### config.mk
export PLATFORM = sky130hd
export DESIGN_NAME = link_slave_rx
export DESIGN_NICKNAME = d
export VERILOG_FILES = /design/src/rtl/link_pkg.sv /design/src/rtl/link_rx_csum.sv /design/src/rtl/link_slave_rx.sv
export SDC_FILE = /design/constraint.sdc
export NUM_CORES = 1
export LEC_CHECK = 0
export BUFFER_PORTS_ARGS = -buffer_cell sky130_fd_sc_hd__buf_2
export CORE_MARGIN = 5
export CORE_UTILIZATION = 35
export CTS_CLUSTER_SIZE = 28
export DETAILED_ROUTE_END_ITERATION = 8
export PLACE_DENSITY = 0.51
export SLEW_MARGIN = 20
export SYNTH_ARGS = -nofsm -noshare
export SYNTH_HDL_FRONTEND = slang
export SYNTH_HIERARCHICAL = 1
export SYNTH_SLANG_ARGS = --single-unit
### constraint.sdc
create_clock -name clk -period 3.51 [get_ports clk]
set_input_delay 0.5265 -clock clk [delete_from_list [all_inputs] [get_ports clk]]
set_output_delay 0.5265 -clock clk [all_outputs]
set_load 0.05 [all_outputs]
### src/rtl/link_pkg.sv
// Shared link definitions: FSM state encoding, byte width and parameter limits.
// Used by both the link slave receiver and the link master.
package link_pkg;
   localparam int BYTE_W        = 8;
   localparam int MAX_BURST_LEN = 16;
   localparam int MAX_ACK_DELAY = 15;

   typedef enum logic [1:0] {
      S_IDLE  = 2'd0,
      S_DELAY = 2'd1,
      S_ACK   = 2'd2
   } link_state_e;
endpackage

### src/rtl/link_rx_csum.sv
// 8-bit modulo-256 accumulator with synchronous clear and add enables.
// Clear wins over add; the sum register is reset asynchronously.
module link_rx_csum
   import link_pkg::*;
(
   input  logic              clk,
   input  logic              rst,
   input  logic              clr_i,
   input  logic              add_i,
   input  logic [BYTE_W-1:0] din_i,
   output logic [BYTE_W-1:0] sum_o
);
   logic [BYTE_W-1:0] sum_q, sum_d;

   always_comb begin
      sum_d = sum_q;
      if (clr_i)
         sum_d = '0;
      else if (add_i)
         sum_d = sum_q + din_i;
   end

   always_ff @(posedge clk or posedge rst) begin
      if (rst)
         sum_q <= '0;
      else
         sum_q <= sum_d;
   end

   assign sum_o = sum_q;
endmodule

### src/rtl/link_slave_rx.sv
// 4-phase handshake slave: captures bytes into a staging burst, publishes full bursts.
// Optional running checksum enabled by macro LINK_RX_CSUM_EN (otherwise csum reads 0).
module link_slave_rx
   import link_pkg::*;
#(
   parameter int BURST_LEN = 4,
   parameter int ACK_DELAY = 0
) (
   input  logic                        clk,
   input  logic                        rst,
   input  logic                        req,
   input  logic [BYTE_W-1:0]           data,
   output logic                        ack,
   output logic                        byte_valid,
   output logic [BYTE_W-1:0]           last_byte,
   output logic [BYTE_W*BURST_LEN-1:0] burst_data,
   output logic                        burst_done,
   output logic [3:0]                  byte_idx,
   output logic                        proto_err,
   output logic [BYTE_W-1:0]           csum
);
   localparam logic [3:0] LAST_IDX = 4'(BURST_LEN - 1);
   localparam logic [3:0] DLY_LOAD = 4'(ACK_DELAY);

   link_state_e                 state_q, state_d;
   logic [3:0]                  cnt_q, cnt_d;
   logic                        ack_q, ack_d, bv_q, bv_d, done_q, done_d, err_q, err_d;
   logic [3:0]                  idx_q, idx_d;
   logic [BYTE_W-1:0]           last_q, last_d;
   logic [BYTE_W*BURST_LEN-1:0] stage_q, stage_d, burst_q, burst_d;
   logic                        cap, fin, abort;

   assign cap   = (state_q == S_IDLE)  && req;
   assign fin   = (state_q == S_ACK)   && !req;
   assign abort = (state_q == S_DELAY) && !req;

   always_ff @(posedge clk or posedge rst) begin
      if (rst)
         state_q <= S_IDLE;
      else
         state_q <= state_d;
   end

   always_comb begin
      state_d = state_q;
      case (state_q)
         S_IDLE:  if (req) state_d = (ACK_DELAY == 0) ? S_ACK : S_DELAY;
         S_DELAY: if (!req) state_d = S_IDLE;
                  else if (cnt_q == 4'd1) state_d = S_ACK;
         S_ACK:   if (!req) state_d = S_IDLE;
         default: state_d = S_IDLE;
      endcase
   end

   // Staging slot is written at capture; an aborted byte is simply overwritten later.
   always_comb begin
      ack_d   = (state_d == S_ACK);
      bv_d    = fin;
      err_d   = abort;
      done_d  = fin && (idx_q == LAST_IDX);
      cnt_d   = cnt_q;
      idx_d   = idx_q;
      last_d  = last_q;
      stage_d = stage_q;
      burst_d = burst_q;
      if (cap) begin
         cnt_d  = DLY_LOAD;
         last_d = data;
         stage_d[int'(idx_q)*BYTE_W +: BYTE_W] = data;
      end else if (state_q == S_DELAY) begin
         cnt_d = cnt_q - 4'd1;
      end
      if (fin)
         idx_d = (idx_q == LAST_IDX) ? 4'd0 : idx_q + 4'd1;
      if (done_d)
         burst_d = stage_q;
   end

   always_ff @(posedge clk or posedge rst) begin
      if (rst) begin
         cnt_q   <= '0;
         ack_q   <= 1'b0;
         bv_q    <= 1'b0;
         done_q  <= 1'b0;
         err_q   <= 1'b0;
         idx_q   <= '0;
         last_q  <= '0;
         stage_q <= '0;
         burst_q <= '0;
      end else begin
         cnt_q   <= cnt_d;
         ack_q   <= ack_d;
         bv_q    <= bv_d;
         done_q  <= done_d;
         err_q   <= err_d;
         idx_q   <= idx_d;
         last_q  <= last_d;
         stage_q <= stage_d;
         burst_q <= burst_d;
      end
   end

   assign ack        = ack_q;
   assign byte_valid = bv_q;
   assign burst_done = done_q;
   assign proto_err  = err_q;
   assign byte_idx   = idx_q;
   assign last_byte  = last_q;
   assign burst_data = burst_q;

`ifdef LINK_RX_CSUM_EN
   link_rx_csum u_csum (
      .clk   (clk),
      .rst   (rst),
      .clr_i (cap && (idx_q == 4'd0)),
      .add_i (fin),
      .din_i (last_q),
      .sum_o (csum)
   );
`else
   assign csum = 8'h00;
`endif
endmodule
; Yosys cells after proc, flatten, opt, wreduce, memory -nomap -nowiden
; Index checks and enable logic that the tools add are counted.
[totals]
register_bits = 86
inputBits = 11
out_inout_bits = 56
elab_cells = 36
[op_classes]
addsub = 3
n_eq_ne = 5
n_shift = 2
n_mux = 9
reduce_logical = 7
[ops]
columns = operator, count
row1 = $neg 7->33, 1
row2 = $shift 8x33->32 const A, 1
row3 = $shiftx 8x33->32, 1
row4 = $bwmux 32, 1
row5 = $mux 4, 3
row6 = $mux 2, 4
row7 = $pmux 2 s3, 1
row8 = $add 4x1->4 const B, 1
row9 = $eq 2x2->1 const B, 2
row10 = $eq 4x1->1 const B, 1
row11 = $eq 4x2->1 const B, 1
row12 = $logic_and 1x1->1, 4
row13 = $sub 4x1->4 const B, 1
row14 = $eq 2x1->1 const B, 1
row15 = $logic_not 2->1, 1
row16 = $reduce_bool 2->1, 1
row17 = $logic_not 1->1, 1

; Depth between registers and ports, before layout
; Gate-level depths: netlist of the first run.
[logic_depth]
ltp_word = 5
depth_mapped = 8
depth_no_buf = 6

; Least setup slack after synthesis of the first run
; No wires, ideal clock.
[synth_path]
path_kind = register to register
startpoint = register idx_q[0] (netlist: byte_idx[0])
endpoint = register stage_q[0]
setup_time_ns = 0.125
arrival_time_ns = 2.452
required_ns = 3.385
slack_ns = 0.934
path_stages_with_launch = 8
path_buffers = 2
synth_period_minus_slack_ns = 2.576
path_cell_list = dfrtp_1 -> buf_2 -> or3_1 -> ha_1 -> nor4_1 -> o2111a_1 -> buf_2 -> mux2_2
[synth_between]
elab_chain_cells = 3
word_cells_on_any_way = 4
classes_between = add/sub (1) / shift (2) / mux (1)
[synth_rtl]
columns = element, line
row1 = from (decl), link_slave_rx.sv:28  ; logic [3:0] idx_q, idx_d;
row2 = from (signal assigned), link_slave_rx.sv:96  ; idx_q <= idx_d;
row3 = $neg 7->33 (*), link_slave_rx.sv:69  ; stage_d[int'(idx_q)*BYTE_W +: BYTE_W] = data;
row4 = $shiftx 8x33->32 or $shift 8x33->32 (tied branches), link_slave_rx.sv:69
row5 = $bwmux 32 (*), link_slave_rx.sv:69
row6 = to (signal assigned), link_slave_rx.sv:98  ; stage_q <= stage_d;
row7 = to (decl), link_slave_rx.sv:30  ; logic [BYTE_W*BURST_LEN-1:0] stage_q, stage_d, burst_q, burst_d;
; Every way passes the cells marked *; elsewhere a longest branch is shown, timed or not.
; A chain may end at the register's enable or synchronous reset.

; Final worst setup path of the first run
; Ends and elaborated chain as after synthesis.

==> run_results.csv, run 1 <==
group,metric,value,unit
timing,min_period_over_period,72.8,%
power_and_ir_drop,p_comb_share,37.3,%
timing,rsz0062_at_grt,"false",
worst_setup_path,critPathMaxFanout,11,
die,boundaryPins,67,
power_and_ir_drop,seqPwrFrac,42.0,%
clock_tree,clock_path_buffers,2,
timing,tightest_slew,0.869,ns
die,die-area,0.0122,mm2
detailed_routing,wire_per_inst,16.1,um
die,fp.dieH,111,um
grt,grt_pass1_wl,11500,um
power_and_ir_drop,p_sw_share,40.8,%
die,start_util,36.1,%
finish,multi_input_area,0.00129,mm2
clock_tree,cts_tree,"done",
yosys,yosysSeqAreaShare,60.8,%
grt,grt_usage,12.0,%
yosys,syn-cell-area,0.00354,mm2
timing,hold_violations,0,
detailed_routing,via_count,2039,
timing,fin_crit,2.55,ns
worst_setup_path,worstPathArrival,2.80,ns
detailed_routing,wl,7060,um
run,drv_cap,0,
detailed_routing,drcViolationCount,0,
detailed_routing,antenna_left,0,
yosys,netlist_instances,237,
detailed_routing,dr.pass1.iters,4,
finish,n_fill_cell,973,
timing,setup_violations,0,
timing,clock.fmax,0.391,GHz
worst_setup_path,critPathKind,"register to register",
yosys,ys_ff_latch,86,
timing,skew,0.0101,ns
timing,relSlewSlack,42.0,%
detailed_routing,via_per_inst,4.64,
grt,grt_remaining_overflow,0,
timing,report.final.slew_viol_count,0,
place,port_buffers,58,
worst_setup_path,cpPeakStageDelay,0.54,ns
place,finalWeightedCongestion,0.747,
power_and_ir_drop,leakage,2.14,nW
yosys,synth_edf_count,0,
clock_tree,cts.htree.levels,3,
die,core_area,0.00982,mm2
clock_tree,root_buffer,"clkbuf_8",
clock_tree,insertion_delay,0.36,ns
clock_tree,post_cts_resize_count,0,
detailed_routing,drt_iter0_markers,83,
finish,fin_area,0.00416,mm2
clock_tree,cts_made_buffers,9,
worst_setup_path,critPathLaunchType,"register",
timing,fin_tns_setup,0,ns
grt,grt_max_degree,52,
finish,layout.nets,317,
power_and_ir_drop,ir_worst_vdd,0.312,mV
clock_tree,clkTransAtPathRegs,0.09,ns
die,rows,36,
worst_setup_path,critPathSlowestCell,"dfrtp_1",
place,postPlaceCellArea,0.00396,mm2
finish,syn2layout_area_growth,17.6,%
place,hpwl,4760,um
yosys,ys_types,34,
finish,drive_above_1_share,52.9,%
clock_tree,cts-hold-fix-buffers,0,
worst_setup_path,cp_cell_sequence,"or3_1, ha_1, nor4_1, o2111a_1, mux2_2",
worst_setup_path,worstSetupEndpointType,"register",
yosys,avgSynthCellArea,14.9,um2
clock_tree,postCtsSetupBuffers,0,
power_and_ir_drop,p_switching,1.42,mW
grt,grt_pass1_vias,2045,
run_status,status,"complete, no violations",
die,die_w,111,um
clock_tree,clock_sinks,86,
grt,antenna_found_initial,0,
power_and_ir_drop,power_frac_clock,20.7,%
yosys,synth_flop_cell,"dfrtp_1",
worst_setup_path,worstPathRequired,3.75,ns
yosys,async_reset_ff_share,100,%
yosys,ys_warn_count,6,
min_path,hp-class,"input pin to async pin",
finish,antenna_cells,0,
power_and_ir_drop,internal_power,2.07,mW
power_and_ir_drop,cellPowerDensity,839,mW/mm2
finish,ff_latch_area,0.00215,mm2
layout make-up:
cell class | count | area share (%)
Inverter | 6 | 0.571
Clock buffer | 10 | 3.31
Clock inverter | 6 | 1.65
Timing Repair Buffer | 63 | 7.87
Sequential cell | 86 | 51.7
Multi-Input combinational cell | 135 | 30.9
Tap cell | 133 | 4.00
power by group through the flow:
stage / Combinational (mW) / Sequential [mW] / Clock, mW
after floorplan: 0.481 / 2.03 / 0
after global placement: 1.31 / 1.48 / 0
after detailed placement: 1.32 / 1.49 / 0
after CTS: 1.32 / 1.47 / 0.754
after global routing: 1.38 / 1.51 / 0.796
final: 1.30 / 1.47 / 0.722
cell usage after synthesis (all sizes together), types with 2 or more instances:
library cell / number / area (um2)
ha: 5 / 62.6
nor2: 5 / 18.8
nand3: 4 / 25.0
mux2: 74 / 833
buf: 16 / 103
inv: 6 / 22.5
a22o: 2 / 17.5
o21ai: 6 / 33.8
nand4: 3 / 48.8
nor3: 2 / 10.0
o21bai: 2 / 15.0
dfrtp: 86 / 2150
nor3b: 3 / 32.5
nand2: 6 / 22.5
a21boi: 3 / 22.5
metrics by stage:
stage / worst slack, ns / util [%] / power (mW) / cells / hold slack, ns
after floorplan: 0.762 / - / 2.51 / 244 / 0.473
after global placement: 1.02 / 40.3 / 2.79 / 423 / 0.484
after detailed placement: 0.951 / 40.3 / 2.81 / 423 / 0.487
after CTS: 0.934 / 42.4 / 3.55 / 439 / 0.336
after global routing: 0.824 / 42.4 / 3.69 / 439 / 0.387
final: 0.955 / 42.4 / 3.49 / 439 / 0.324
placed cells by master (no fill, tap or decap), drive strengths merged:
cell / netlist / routed
nor2: 5 / 5
mux2: 74 / 74
nor4bb: 1 / 1
conb: 1 / 8
nor3: 2 / 2
xor2: 1 / 1
a22o: 2 / 2
dfrtp: 86 / 86
nand4: 3 / 3
clkinv: 0 / 3
nand3: 4 / 4
and4b: 1 / 1
xnor2: 1 / 1
nand2: 6 / 6
clkinvlp: 0 / 1
and3b: 1 / 1
o2111a: 1 / 1
nor4: 1 / 1
ha: 5 / 5
nand3b: 1 / 1
bufinv: 0 / 1
clkbuf: 1 / 10
a21boi: 3 / 3
nand4b: 1 / 1
o21ai: 6 / 6
or2: 1 / 1
inv: 6 / 7
nand2b: 1 / 1
o21bai: 2 / 2
buf: 16 / 63
or3: 1 / 1
nor3b: 3 / 3
sequential cells by signal, indices dropped and copies added, names as in the netlist:
register    flops
ack             1
burst_data     32
burst_done      1
byte_idx        4
byte_valid      1
cnt_q           4
last_byte       8
proto_err       1
stage_q        32
state_q         2
cell families after synthesis:
logic type	count (synthesis)	synth area share, %
other	1	0.106
XOR/XNOR	2	0.495
buffers and inverters	23	3.64
multiplexers	74	23.5
flip-flops	86	60.8
adder cells (fa/ha/maj)	5	1.77
AO/OA/AOI/OAI	14	2.83
AND/OR/NAND/NOR	32	6.86
final timing paths:
path                              from            end  slack (ns)  cells past startpoint
min in group clk                   req      proto_err        0.40                      2
hold / removal                     rst    stage_q[27]        0.32                      2
max in group asynchronous          rst       cnt_q[0]        2.36                      3
setup reg to reg           byte_idx[0]     stage_q[0]        0.96                      5
hold reg to reg             stage_q[0]  burst_data[0]        0.50                      1
setup / recovery           byte_idx[0]     stage_q[0]        0.96                      5
layer usage:
| metal | share of wire (%) | global-route usage, % | up-vias |
|---|---|---|---|
| li1 | - | - | 953 |
| met1 | 47 | 15.9 | 1030 |
| met2 | 45 | 17.9 | 46 |
| met3 | 6.7 | 4.92 | 10 |
| met4 | 1.2 | 4.19 | 0 |
| met5 | 0 | 0 | - |
critical path: cells and delay by family (launching register included):
kind	cells	cell delay, ns
simple gates	2	0.71
flops	1	0.54
compound gates	1	0.49
mux	1	0.38
fa+ha+maj	1	0.32
Power figures use the tool's default switching activity.
==> run 2: changes to the inputs <==
==> constraint.sdc (replaced) <==
create_clock -name clk -period 2.6 [get_ports clk]
set_input_delay 0.39 -clock clk [delete_from_list [all_inputs] [get_ports clk]]
set_output_delay 0.39 -clock clk [all_outputs]
set_load 0.05 [all_outputs]
==> run 2 against run 1 <==
Cell count increased by 0.46%; clock power increased by 25%; critical endpoint is now stage_q[4]; final area grew 0.36%; die area did not move; utilization grew 0.15 points; largest power group unchanged; clock skew down 0.0016 ns.
==> run_results.csv, run 2 (synthesis gave the netlist of run 1 again) <==
group,metric,value,unit
min_path,hp-class,"input pin to async pin",
finish,final_common_cell,"dfrtp_1",
worst_setup_path,critPathLaunchType,"register",
power_and_ir_drop,cellPowerDensity,1110,mW/mm2
finish,syn2layout_area_growth,18.0,%
grt,grt_max_degree,57,
die,start_util,36.1,%
worst_setup_path,rrSetupSlack,0.26,ns
finish,layout.nets,319,
power_and_ir_drop,ir_worst_vdd,0.466,mV
timing,hold_violations,0,
die,die_w,111,um
grt,grt_remaining_overflow,0,
grt,grt_pass1_wl,11600,um
clock_tree,clock_path_buffers,2,
finish,drive_above_1_share,53.6,%
clock_tree,clkTransAtPathRegs,0.09,ns
timing,fin_tns_setup,0,ns
detailed_routing,wl,6990,um
detailed_routing,drcViolationCount,0,
die,boundaryPins,67,
place,hpwl,4670,um
finish,fin_cells,441,
timing,setup_violations,0,
detailed_routing,dr.pass1.iters,4,
finish,ff_latch_area,0.00215,mm2
power_and_ir_drop,leakage,2.14,nW
detailed_routing,drt_iter0_markers,48,
die,die-area,0.0122,mm2
worst_setup_path,r2r-start,"byte_idx[1]",
worst_setup_path,worstPathArrival,2.59,ns
timing,rsz0062_at_grt,"false",
clock_tree,cts_made_buffers,9,
clock_tree,postCtsSetupBuffers,0,
clock_tree,cts.htree.levels,3,
clock_tree,cts-hold-fix-buffers,0,
run,drv_cap,0,
die,fp.dieH,111,um
place,place_inst,425,
grt,grt_usage,11.9,%
grt,antenna_found_initial,0,
worst_setup_path,rr_worst_depth,5,
die,rows,36,
timing,worst_hold_slack,0.146,ns
finish,antenna_cells,0,
clock_tree,clock_sinks,86,
run_status,status,"complete, no violations",
timing,fin_crit,2.34,ns
timing,clock.fmax,0.426,GHz
worst_setup_path,worstReg2RegEnd,"stage_q[4]",
timing,relSlewSlack,51.2,%
worst_setup_path,worstSetupEndpointType,"register",
worst_setup_path,critPathMaxFanout,8,
detailed_routing,via_per_inst,4.62,
timing,tightest_slew,0.731,ns
worst_setup_path,critPathKind,"register to register",
timing,report.final.slew_viol_count,0,
timing,skew,0.00856,ns
die,core_area,0.00982,mm2
finish,multi_input_area,0.00129,mm2
clock_tree,cts_tree,"done",
grt,grt_pass1_vias,2098,
detailed_routing,via_count,2037,
clock_tree,post_cts_resize_count,0,
worst_setup_path,worstPathRequired,2.84,ns
finish,n_fill_cell,962,
power_and_ir_drop,total_power,4.66,mW
place,port_buffers,58,
detailed_routing,antenna_left,0,
finish,layout_common_cells,"dfrtp_1 (86), mux2_2 (74), buf_2 (58)",
clock_tree,root_buffer,"clkbuf_8",
detailed_routing,wire_per_inst,15.9,um
clock_tree,insertion_delay,0.35,ns
timing,min_period_over_period,90.2,%
place,finalWeightedCongestion,0.708,
==> run 2: cell types whose count changed in the layout (fill, tap and decap cells not counted) <==
cell	previous run	this run
buf_12	0	1
buf_4	5	6
bufinv_16	1	0
clkbuf_8	10	11
clkinv_2	2	1
clkinvlp_4	1	2
o2111a_1	1	0
o2111a_2	0	1
==> run 2: worst max-delay path by stage <==
stage,from,to,slack (ns)
CTS,byte_idx[1],stage_q[6],0.15
detailed placement,byte_idx[1],stage_q[3],0.16
floorplan,byte_idx[0],stage_q[0],0.02
global placement,byte_idx[0],stage_q[6],0.24
finish,byte_idx[1],stage_q[4],0.26
global route,byte_idx[1],stage_q[6],0.11
==> run 2: critical path, stage by stage, from the launching register on <==
cell,delay [ns]
dfrtp_1,0.47
or3_1,0.39
ha_1,0.33
nor4_1,0.29
o2111a_2,0.40
mux2_2,0.36
==> run 2: layout make-up <==
| type | instances | share of cell area, % |
|---|---|---|
| well taps | 133 | 3.98 |
| clock inverters | 5 | 0.928 |
| inverters | 6 | 0.629 |
| flip-flops and latches | 86 | 51.5 |
| clock buffers | 11 | 3.62 |
| multi-input cells | 135 | 30.8 |
| repair buffers | 65 | 8.51 |
==> run 2: stage by stage <==
stage | utilization, % | worst slack (ns) | area (um2)
global placement | 40.6 | 0.241 | 3990
detailed placement | 40.6 | 0.159 | 3990
global route | 42.5 | 0.114 | 4180
finish | 42.5 | 0.255 | 4180
CTS | 42.5 | 0.145 | 4180
floorplan | - | 0.0236 | 3570
==> run 2: report_power, final <==
group | internal (mW) | switching (mW) | total [mW]
Combinational | 0.569 | 1.21 | 1.78
Clock | 0.407 | 0.495 | 0.901
Sequential | 1.75 | 0.218 | 1.97
Total | 2.73 | 1.93 | 4.66
==> run 2: routing by layer <==
layer	wire, um	vias to the layer above	share of wire [%]	track usage [%]
li1	-	950	-	-
met5	0	-	0	0
met2	3220	49	46	17.6
met1	3260	1030	47	16.0
met3	458	8	6.6	4.87
met4	57	0	0.82	3.69
==> run 3: changes to the inputs <==
--- a/config.mk
+++ b/config.mk
@@ -10,7 +10,7 @@
 export CORE_UTILIZATION = 35
 export CTS_CLUSTER_SIZE = 28
 export DETAILED_ROUTE_END_ITERATION = 8
-export PLACE_DENSITY = 0.51
+export PLACE_DENSITY = 0.53
 export SLEW_MARGIN = 20
 export SYNTH_ARGS = -nofsm -noshare
 export SYNTH_HDL_FRONTEND = slang
==> constraint.sdc (replaced) <==
create_clock -name clk -period 2.02 [get_ports clk]
set_input_delay 0.303 -clock clk [delete_from_list [all_inputs] [get_ports clk]]
set_output_delay 0.303 -clock clk [all_outputs]
set_load 0.05 [all_outputs]
==> run 3 against run 2 <==
The run now ends with negative setup slack left; routed wire length increased by 0.57%; sequential power increased by 29%; clock skew increased by 0.0078 ns; flip-flop and latch count unchanged; first-iteration DRC count increased by 13%; clock power increased by 24%; global-route usage increased by 0.39 points; utilization increased by 1.5 points; cell count increased by 2.3%; via count increased by 2.1%; critical path type unchanged; critical endpoint unchanged; highest routed layer unchanged.
==> run_results.csv, run 3 (synthesis gave the netlist of run 1 again) <==
group,metric,value,unit
detailed_routing,via_per_inst,4.61,
grt,grt_pass1_wl,12000,um
die,start_util,36.1,%
clock_tree,cts_tree,"done",
worst_setup_path,rr_worst_depth,6,
timing,fin_crit,2.08,ns
die,core_area,0.00982,mm2
detailed_routing,drt_iter0_markers,54,
clock_tree,insertion_delay,0.35,ns
place,place_ws,-0.0941,ns
power_and_ir_drop,ir_worst_vdd,0.519,mV
min_path,hp-class,"input pin to async pin",
timing,setup_violations,16,
worst_setup_path,worstSetupEndpointType,"register",
worst_setup_path,critPathKind,"register to register",
power_and_ir_drop,cellPowerDensity,1410,mW/mm2
timing,skew,0.0164,ns
timing,relSlewSlack,60.0,%
grt,antenna_found_initial,0,
die,fp.dieH,111,um
die,die_w,111,um
grt,grt_pass1_vias,2225,
timing,rsz0062_at_grt,"true",
finish,syn2layout_area_growth,22.2,%
finish,ff_latch_area,0.00216,mm2
grt,grtUsageMet2,18.2,%
run,drv_cap,0,
detailed_routing,drcViolationCount,0,
clock_tree,postCtsSetupBuffers,0,
worst_setup_path,critPathLaunchType,"register",
detailed_routing,wire_per_inst,15.6,um
finish,n_fill_cell,966,
grt,grt_max_degree,37,
worst_setup_path,cp-startpoint,"byte_idx[2]",
grt,grt_remaining_overflow,0,
grt,grt_usage,12.3,%
worst_setup_path,r2r-start,"byte_idx[2]",
timing,fin_tns_setup,-0.555,ns
place,place_inst,436,
finish,fin_cells,451,
timing,fin_ws,-0.0552,ns
timing,tightest_slew,0.599,ns
clock_tree,cts.htree.levels,3,
finish,layout_common_cells,"dfrtp_1 (83), mux2_2 (70), buf_2 (58)",
die,rows,36,
clock_tree,clkTransAtPathRegs,0.09,ns
grt,use_met3,2.68,%
detailed_routing,dr.pass1.iters,3,
clock_tree,clock_sinks,86,
clock_tree,clock_path_buffers,2,
finish,multi_input_area,0.00133,mm2
clock_tree,root_buffer,"clkbuf_8",
die,boundaryPins,67,
timing,report.final.slew_viol_count,0,
place,hpwl,5030,um
place,postPlaceCellArea,0.00412,mm2
finish,final_common_cell,"dfrtp_1",
worst_setup_path,critPathMaxFanout,8,
worst_setup_path,worstPathRequired,2.25,ns
run_status,violations,"negative setup slack",
timing,min_period_over_period,103,%
finish,antenna_cells,0,
finish,drive_above_1_share,56.9,%
grt,grt_busiest_layer,"met2",
timing,hold_violations,0,
clock_tree,cts_made_buffers,9,
worst_setup_path,worstPathArrival,2.31,ns
die,die-area,0.0122,mm2
run_status,status,"complete, but fails checks",
detailed_routing,wl,7030,um
power_and_ir_drop,leakage,2.21,nW
timing,clock.fmax,0.482,GHz
finish,fin_area,0.00433,mm2
place,finalWeightedCongestion,0.772,
finish,layout.nets,330,
detailed_routing,via_count,2079,
clock_tree,cts-hold-fix-buffers,0,
grt,met1_usage,17.5,%
place,port_buffers,58,
detailed_routing,antenna_left,0,
-- run 3: cell count changes in the layout (fill, tap and decap cells not counted), sizes merged --
cell / change
clkinvlp: +1
clkinv: -2
buf: +11
clkbuf: -1
inv: +1
-- run 3: area by class of cell --
cell class | count | share of cell area [%]
Sequential cell | 86 | 49.8
Clock buffer | 10 | 3.18
Inverter | 6 | 0.607
Timing Repair Buffer | 76 | 10.8
Tap cell | 133 | 3.85
Clock inverter | 5 | 0.954
Multi-Input combinational cell | 135 | 30.8
-- run 3: path summary, 6_finish.rpt --
check / to / slack, ns
max: stage_q[4] / -0.06
min: stage_q[12] / 0.02
max reg2reg: stage_q[4] / -0.06
min reg2reg: burst_data[21] / 0.50
max in group asynchronous: burst_data[4] / 1.44
min in group clk: proto_err / 0.18
-- run 3: per-stage QoR --
stage / hold slack (ns) / util [%] / total power [mW]
5_1_grt: 0.0466 / 44.1 / 6.46
2_1_floorplan: 0.369 / - / 4.41
3_3_place_gp: 0.406 / 42.0 / 5.00
6_report: 0.0228 / 44.1 / 6.11
3_5_place_dp: 0.412 / 42.0 / 5.04
4_1_cts: 0.0212 / 43.9 / 6.19
-- run 3: critical path: stages, from the launching register on --
cell and delay (ns):
dfrtp_2 0.41, or3_4 0.39, ha_4 0.23, and4b_1 0.24, o2111a_1 0.21, buf_6 0.15, mux2_2 0.33
-- run 3: repair_timing --
action,in CTS,in global routing
setup endpoints to repair,32,32
pin swaps,1,1
hold endpoints to repair,0,0
resized for setup,4,4
-- run 3: layer usage --
metal	vias up	part of all wire, %
li1	970	-
met1	1064	49
met2	38	46
met3	7	3.2
met4	0	1.3
met5	-	0
-- run 3: power breakdown --
| group | total (mW) | internal (mW) | switching (mW) |
|---|---|---|---|
| Sequential | 2.54 | 2.26 | 0.276 |
| Clock | 1.12 | 0.487 | 0.629 |
| Combinational | 2.46 | 0.849 | 1.61 |
| Total | 6.11 | 3.60 | 2.51 |
